## src/rtl/pulse_to_level_if.sv

```systemverilog
// Event-pulse in / reconstructed-level out bundle for pulse_to_level.
// The master modport is the pulse source; the slave modport is the converter.
interface pulse_to_level_if #(
  parameter int CNT_W = 3
);
  logic             pi;
  logic             lo;
  logic             busy;
  logic [CNT_W-1:0] pending;
  logic             overflow;

  modport master (output pi, input lo, busy, pending, overflow);
  modport slave  (input pi, output lo, busy, pending, overflow);
endinterface

```

## src/rtl/pulse_to_level.sv

```systemverilog
// Replays each accepted single-cycle event pulse as a HOLD_CYCLES-wide high window,
// followed by a GAP_CYCLES low gap. Pulses arriving mid-replay queue in a saturating counter.
module pulse_to_level #(
  parameter int HOLD_CYCLES = 4,
  parameter int GAP_CYCLES  = 2,
  parameter int CNT_W       = 3
) (
  input  logic            clk,
  input  logic            rst,
  pulse_to_level_if.slave bus
);
  localparam int MAX_CYC = (HOLD_CYCLES > GAP_CYCLES) ? HOLD_CYCLES : GAP_CYCLES;
  localparam int CYC_W   = $clog2(MAX_CYC) + 1;
  localparam logic [CYC_W-1:0] HOLD_LOAD = CYC_W'(HOLD_CYCLES - 1);
  localparam logic [CYC_W-1:0] GAP_LOAD  = CYC_W'(GAP_CYCLES - 1);
  localparam logic [CNT_W-1:0] PEND_MAX  = '1;

  typedef enum logic [1:0] {IDLE, HIGH, GAP} state_t;

  state_t           r_state, w_state_nxt;
  logic [CYC_W-1:0] r_cnt, w_cnt_nxt;
  logic [CNT_W-1:0] r_pending, w_pending_nxt;
  logic             r_lo, w_lo_nxt;
  logic             r_busy, w_busy_nxt;
  logic             r_overflow, w_overflow_nxt;
  logic             w_pi, w_cnt_zero, w_start, w_enqueue;

  assign w_pi       = bus.pi;
  assign w_cnt_zero = (r_cnt == '0);
  // A window may begin from IDLE or on the final GAP edge, so back-to-back windows keep the exact gap.
  assign w_start    = ((r_state == IDLE) || ((r_state == GAP) && w_cnt_zero)) &&
                      (w_pi || (r_pending != '0));
  assign w_enqueue  = w_pi && ((r_state == HIGH) || ((r_state == GAP) && !w_cnt_zero));

  always_ff @(posedge clk) begin
    if (rst) begin
      r_state    <= IDLE;
      r_cnt      <= '0;
      r_pending  <= '0;
      r_lo       <= 1'b0;
      r_busy     <= 1'b0;
      r_overflow <= 1'b0;
    end else begin
      r_state    <= w_state_nxt;
      r_cnt      <= w_cnt_nxt;
      r_pending  <= w_pending_nxt;
      r_lo       <= w_lo_nxt;
      r_busy     <= w_busy_nxt;
      r_overflow <= w_overflow_nxt;
    end
  end

  always_comb begin
    w_state_nxt = r_state;
    w_cnt_nxt   = r_cnt;
    if (w_start) begin
      w_state_nxt = HIGH;
      w_cnt_nxt   = HOLD_LOAD;
    end else begin
      case (r_state)
        HIGH: begin
          if (w_cnt_zero) begin
            w_state_nxt = GAP;
            w_cnt_nxt   = GAP_LOAD;
          end else begin
            w_cnt_nxt = r_cnt - 1'b1;
          end
        end
        GAP: begin
          if (w_cnt_zero) w_state_nxt = IDLE;
          else            w_cnt_nxt   = r_cnt - 1'b1;
        end
        default: ;
      endcase
    end
  end

  always_comb begin
    w_lo_nxt       = (w_state_nxt == HIGH);
    w_busy_nxt     = (w_state_nxt != IDLE);
    w_pending_nxt  = r_pending;
    w_overflow_nxt = 1'b0;
    // On a start with pi high and a non-empty queue, consume and enqueue cancel out.
    if (w_start) begin
      if ((r_pending != '0) && !w_pi) w_pending_nxt = r_pending - 1'b1;
    end else if (w_enqueue) begin
      if (r_pending == PEND_MAX) w_overflow_nxt = 1'b1;
      else                       w_pending_nxt  = r_pending + 1'b1;
    end
  end

  assign bus.lo       = r_lo;
  assign bus.busy     = r_busy;
  assign bus.pending  = r_pending;
  assign bus.overflow = r_overflow;
endmodule
```

## src/flat_wrapper.sv

```systemverilog
// flat-port wrapper written by rule: the top's interface ports become plain ports
module pulse_to_level_flat 
#(
  parameter int HOLD_CYCLES = 4,
  parameter int GAP_CYCLES  = 2,
  parameter int CNT_W       = 3
)
  (clk, rst, bus_pi, bus_lo, bus_busy, bus_pending, bus_overflow);
  pulse_to_level_if #(.CNT_W(CNT_W)) bus_i ();
  input  logic clk;
  input  logic rst;
  input wire logic [$bits(bus_i.pi)-1:0] bus_pi;
  output wire logic [$bits(bus_i.lo)-1:0] bus_lo;
  output wire logic [$bits(bus_i.busy)-1:0] bus_busy;
  output wire logic [$bits(bus_i.pending)-1:0] bus_pending;
  output wire logic [$bits(bus_i.overflow)-1:0] bus_overflow;
  assign bus_i.pi = bus_pi;
  assign bus_lo = bus_i.lo;
  assign bus_busy = bus_i.busy;
  assign bus_pending = bus_i.pending;
  assign bus_overflow = bus_i.overflow;
  pulse_to_level #(.HOLD_CYCLES(HOLD_CYCLES), .GAP_CYCLES(GAP_CYCLES), .CNT_W(CNT_W)) u_core (.clk(clk), .rst(rst), .bus(bus_i));
endmodule
```

## config.mk

```make
export PLATFORM = sky130hd
export DESIGN_NAME = pulse_to_level_flat
export DESIGN_NICKNAME = d
export VERILOG_FILES = /design/src/rtl/pulse_to_level_if.sv /design/src/rtl/pulse_to_level.sv /design/src/flat_wrapper.sv
export SDC_FILE = /design/constraint.sdc
export NUM_CORES = 1
export LEC_CHECK = 0
export BUFFER_PORTS_ARGS = -buffer_cell sky130_fd_sc_hd__buf_2
export CAP_MARGIN = 20
export CORE_UTILIZATION = 45
export CTS_CLUSTER_DIAMETER = 60
export DETAILED_ROUTE_END_ITERATION = 12
export PLACE_DENSITY_LB_ADDON = 0.25
export SLEW_MARGIN = 5
export SYNTH_ARGS = -nofsm -noshare
export SYNTH_HDL_FRONTEND = slang
export SYNTH_SLANG_ARGS = --single-unit
```

## constraint.sdc

```tcl
create_clock -name clk -period 4.2 [get_ports clk]
set_input_delay 0.84 -clock clk [delete_from_list [all_inputs] [get_ports clk]]
set_output_delay 0.84 -clock clk [all_outputs]
set_load 0.05 [all_outputs]
```

Yosys cells after proc, flatten, opt, wreduce, memory -nomap -nowiden:

Index checks and enable logic that the tools add are counted.

* add/sub/neg operators: 3
* eq/ne operators: 8
* muxes and demuxes: 13
* bitwise operators: 1
* reduce and logical (&&, ||, !) cells: 22

Operators with widths (count)
* 3-bit 2-to-1 mux: 6
* 2-bit 2-to-1 mux: 4
* 3-bit one-hot mux with 2 select lines: 1
* 2-bit nonzero test: 3
* 3-bit nonzero test: 2
* 3-bit by 1-bit subtractor with 3-bit output (second input constant): 2
* 1-bit logical AND: 5
* 2-bit by 1-bit == test with 1-bit output (second input constant): 2
* 2-bit inequality test (second input constant): 2
* 2-bit one-hot mux with 2 select lines: 1
* 2-bit AND reduction: 2
* 3-bit by 1-bit adder with 3-bit output (second input constant): 1
* 3-bit == test (second input constant): 1
* 3-bit logical NOT: 1
* 1-bit logical OR: 3
* 3-bit inequality test (second input constant): 1
* 3-bit AND reduction: 1
* 3-bit OR reduction: 1
* 2-bit == test (second input constant): 1
* 1-bit logical NOT: 2
* 2-bit logical NOT: 1
* 2-bit by 1-bit inequality test with 1-bit output (second input constant): 1
* 2-bit OR reduction: 1
* 1-bit 2-to-1 mux: 1
* 1-bit inverter: 1

* bits in registers: 11
* output and inout bits: 6
* word-level logic and storage cells: 54

Depth between registers and ports, before layout:

* depth after elaboration: 7
* depth in mapped cells: 11
* depth with buffers taken out: 11

Least setup slack after synthesis:

No wires, ideal clock.

* path kind: register to register
* from: register u_core.r_pending[1] (netlist: u_core.bus.pending[1])
* to: register u_core.r_pending[2] (netlist: u_core.bus.pending[2])
* setup time: 117 ps
* arrival: 2046 ps
* data required time: 4083 ps
* slack: 2036 ps
* cell stages (with the launch flop): 9
* cells stage by stage: dfxtp_1 -> clkbuf_1 -> nor2_1 -> a21o_1 -> xnor2_1 -> ha_1 -> and3_1 -> o21bai_1 -> a32o_1

* longest elaborated chain between the ends: 5
* elaborated cells on any way between the ends: 15
* classes of those cells: add/sub (2); eq/ne (3); mux (4); reduce/logical (6)

RTL lines
* start, declared: line pulse_to_level.sv:22 `logic [CNT_W-1:0] r_pending, w_pending_nxt;`
* start signal, assigned: line pulse_to_level.sv:46 `r_pending <= w_pending_nxt;`
* branches (longest 5 deep; another with 3-bit by 1-bit adder with 3-bit output)

Parallel ways; which one is timed is not known. The select of a mux whose other input is x is not followed.
A chain may end at the register's enable or synchronous reset.

Worst setup path after layout:

* from: register u_core.r_cnt[0]
* to: register u_core.r_pending[2] (netlist: u_core.bus.pending[2])

* longest elaborated chain between the ends: 7
* elaborated cells on any way between the ends: 13
* classes of those cells: eq/ne (2); mux (1); reduce/logical (10)

RTL lines
* start, declared: line pulse_to_level.sv:21 `logic [CYC_W-1:0] r_cnt, w_cnt_nxt;`
* start signal, assigned: line pulse_to_level.sv:45 `r_cnt <= w_cnt_nxt;`
* 3-bit logical NOT (*): line pulse_to_level.sv:29 `assign w_cnt_zero = (r_cnt == '0);`
* 1-bit logical NOT: line pulse_to_level.sv:33 `assign w_enqueue = w_pi && ((r_state == HIGH) || ((r_state == GAP) && !w_cnt_zero));`
* 1-bit logical AND: line pulse_to_level.sv:33
* 1-bit logical OR: line pulse_to_level.sv:33
* 1-bit logical AND: line pulse_to_level.sv:33
* 2-bit nonzero test (no source line)
* 3-bit AND reduction (no source line)

Every way passes the cells marked *; elsewhere a longest branch is shown, timed or not.

==> metrics.md <==
| Metric | Value |
|---|---|
| Status | `finished, final reports clean` |
| Routed Antenna Nets | `0` |
| Hold Path End | `u_core.r_cnt[1]` |
| Final HPWL from detailed placement | `831 um` |
| Reg2Reg Depth | `10` |
| Max cap viols | `0` |
| Max clock buf depth | `2` |
| Max stage delay cell, worst path | `dfxtp_1` |
| DR WL/cell | `11.1 um` |
| Via count | `503` |
| Clock latency on the worst-skew pair | `0.27 ns` |
| IO Pins | `9` |
| Relative slew margins | `76.2%` |
| Async S/R FF share, synth | `0%` |
| Count of cell types in the netlist | `27` |
| Peak VDD IR | `0.427 mV` |
| CP endpoint kind | `flop` |
| Met2 usage | `27.1%` |
| Leak Pwr | `0.306 nW` |
| H-tree Lvls | `1` |
| Crit path max fanout | `6` |
| Rows | `13` |
| Vias in the first global route | `437` |
| Syn avg cell area | `8.60 um^2` |
| Layout cell share with drive strength beyond 1 | `17.1%` |
| Design Power | `0.587 mW` |
| CP Class | `flop to flop` |
| Cell Chain, Critical Path | `inv_1, ha_1, and2b_4, a21oi_2, a21o_1, xnor2_1, ha_1, and3_1, o21bai_1, a32o_1` |
| TritonRoute pass-1 iters | `2` |
| First-pass GRT wire length | `1.74 mm` |
| Worst slew pin tran | `0.357 ns` |
| Avg Vias per Cell | `5.19` |
| Vert. Die Dim | `39.1 um` |
| Commonest non-fill, non-tap cell in the layout | `dfxtp_1` |
| Final #Nets | `92` |
| Synth area leader | `dfxtp_1` |
| Launch point of the worst reg-to-reg path | `u_core.r_cnt[0]` |
| Fill count | `114` |
| Diode count | `0` |
| CTS tree | `yes` |
| Slew Limit Fails | `0` |
| Commonest non-fill, non-tap cells in the layout | `11 x dfxtp_1, 9 x nor2_1, 8 x a21oi_1, 8 x buf_2` |
| Initial antenna violation count | `0` |
| Post-synth EDFFs | `0` |
| Clock sinks | `11` |
| Worst Path Required | `4.36 ns` |
| Hold slack | `0.535 ns` |
| Predominant post-synthesis flop cell | `dfxtp_1` |
| Global routing usage on met3 | `5.20%` |
| Gr busiest metal | `met2` |
| Port bufs | `8` |
| Tcrit/Tclk final | `54.4%` |
| Die width | `39.1 um` |
| YS warnings | `0` |
| Final setup fails | `0` |
| Full die area | `1530 um^2` |
| TritonCTS Buffers | `3` |
| Hold Vio Cnt, Final | `0` |
| CP top delay family | `compound AO/OA/AOI/OAI gates` |
| Seq cells post-synth | `11` |
| Top-area cell type share of the netlist area | `35.6%` |
| Sequential share of the synthesized area | `35.6%` |
| Post-cts resize count | `0` |
| GR Util All Layers | `17.3%` |
| Post-layout util | `54.2%` |
| Area Overhead vs Synth | `12.5%` |
| Mapped cell area | `619 um^2` |
| Top achievable clock speed | `438 MHz` |
| HP Class | `flop to flop` |
| Grt ovf | `0` |
| Drt drc | `0` |
| Setup Skew | `0.00364 ns` |
| Period minus WS final | `2.29 ns` |
| Initial DRC Count | `5` |
| Synth Instances | `72` |
| CP Launch Type | `flop` |
| Initial Utilization | `48.2%` |
| CP dominant cell by count | `ha_1` |
| Worst Path Arrival | `2.44 ns` |
| Post-CTS setup repair buffer count | `0` |
| Syn_nets | `81` |
| Largest cells by area after synthesis | `dfxtp_1 36%, ha_1 12%, a21oi_1 6.5%, nor2_1 5.5%, o32ai_4 4.4%` |
| Core area | `1280 um^2` |
| Worst R2R End | `u_core.bus.pending[2]` |
| CP peak stage delay | `0.31 ns` |
| Hold buffer count at cts | `0` |
| Clock Pin Slew Worst Setup and Hold Paths | `0.07 ns` |
| Pwr dens | `842 nW/um^2` |
| M1 GR Usage | `21.5%` |
| Min-delay src | `u_core.r_cnt[1]` |
| Sum of negative setup slack | `0 ns` |
| Hold Path Stages | `2` |
| Buffers & Inverters on Critical Path | `1` |
| RSZ-0062 raised after global routing | `no` |
| Total wire length after detailed routing | `1.08 mm` |
| Largest net degree at the start of global routing | `12` |
| Placer Congestion | `0.803` |
| Reg2reg setup slack | `1.91 ns` |
| Root buffer cell | `clkbuf_4` |
sequential cells by signal, indices dropped and copies added, names as in the netlist:
register / count
u_core.bus.overflow: 1
u_core.r_cnt: 3
u_core.r_state: 2
u_core.bus.pending: 3
u_core.bus.busy: 1
u_core.bus.lo: 1
power breakdown:
| group | internal [mW] | switching [mW] |
|---|---|---|
| clock network | 0.0367 | 0.0341 |
| logic | 0.128 | 0.221 |
| registers | 0.141 | 0.0262 |
| total | 0.306 | 0.281 |
synthesized netlist by cell type (2+ instances only):
cell type  count
xnor2_1        2
o21ai_0        2
nand2_1        3
inv_1          6
a21oi_1        8
nor2_1         9
and3_1         2
nor3_1         4
ha_1           6
clkbuf_1       2
dfxtp_1       11
a31oi_1        2
worst max path at each step:
stage	start	slack [ns]	end	cells past startpoint
floorplan	u_core.bus.pending[1]	2.04	u_core.bus.pending[2]	8
global placement	bus_pi	1.84	u_core.bus.pending[2]	9
CTS	u_core.r_cnt[0]	1.91	u_core.bus.pending[2]	10
global route	u_core.r_cnt[0]	1.78	u_core.bus.pending[2]	10
detailed placement	bus_pi	1.80	u_core.bus.pending[2]	8
finish	u_core.r_cnt[0]	1.91	u_core.bus.pending[2]	10
final cells by class:
class                   count  area [um^2]  area share, %
multi-input cells          53          369           53.0
clock buffers               4         26.3           3.77
inverters                   6         22.5           3.23
flip-flops and latches     11          220           31.6
repair buffers              8         40.0           5.75
well taps                  15         18.8           2.69
logic make-up (layout without fill, tap and decap cells):
kind of cell | Yosys count | count (layout) | synth area share, %
xor gates and xnor gates | 2 | 2 | 2.83
DFF | 11 | 11 | 35.6
AOI/OAI and AO/OA | 20 | 20 | 23.4
and+or+nand+nor | 24 | 24 | 19.6
muxes | 1 | 1 | 1.62
buffers and inverters | 8 | 18 | 4.85
adders and majority gates | 6 | 6 | 12.1
layer usage:
metal,vias to the layer above,part of all wire (%)
li1,275,-
met3,2,1.2
met1,222,54
met5,-,0
met2,4,44
met4,0,0.56
stage by stage:
step,instance area [um^2],worst slack (ns),std cells
floorplan,619,2.04,72
global placement,671,1.84,93
detailed placement,671,1.80,93
CTS,697,1.91,97
global route,697,1.78,97
finish,697,1.91,97
worst register-to-register path, stage by stage (launching register included):
cell and delay [ns]:
dfxtp_1 0.31, inv_1 0.07, ha_1 0.24, and2b_4 0.20, a21oi_2 0.24, a21o_1 0.24
xnor2_1 0.10, ha_1 0.22, and3_1 0.17, o21bai_1 0.15, a32o_1 0.25
Power figures use the tool's default switching activity.
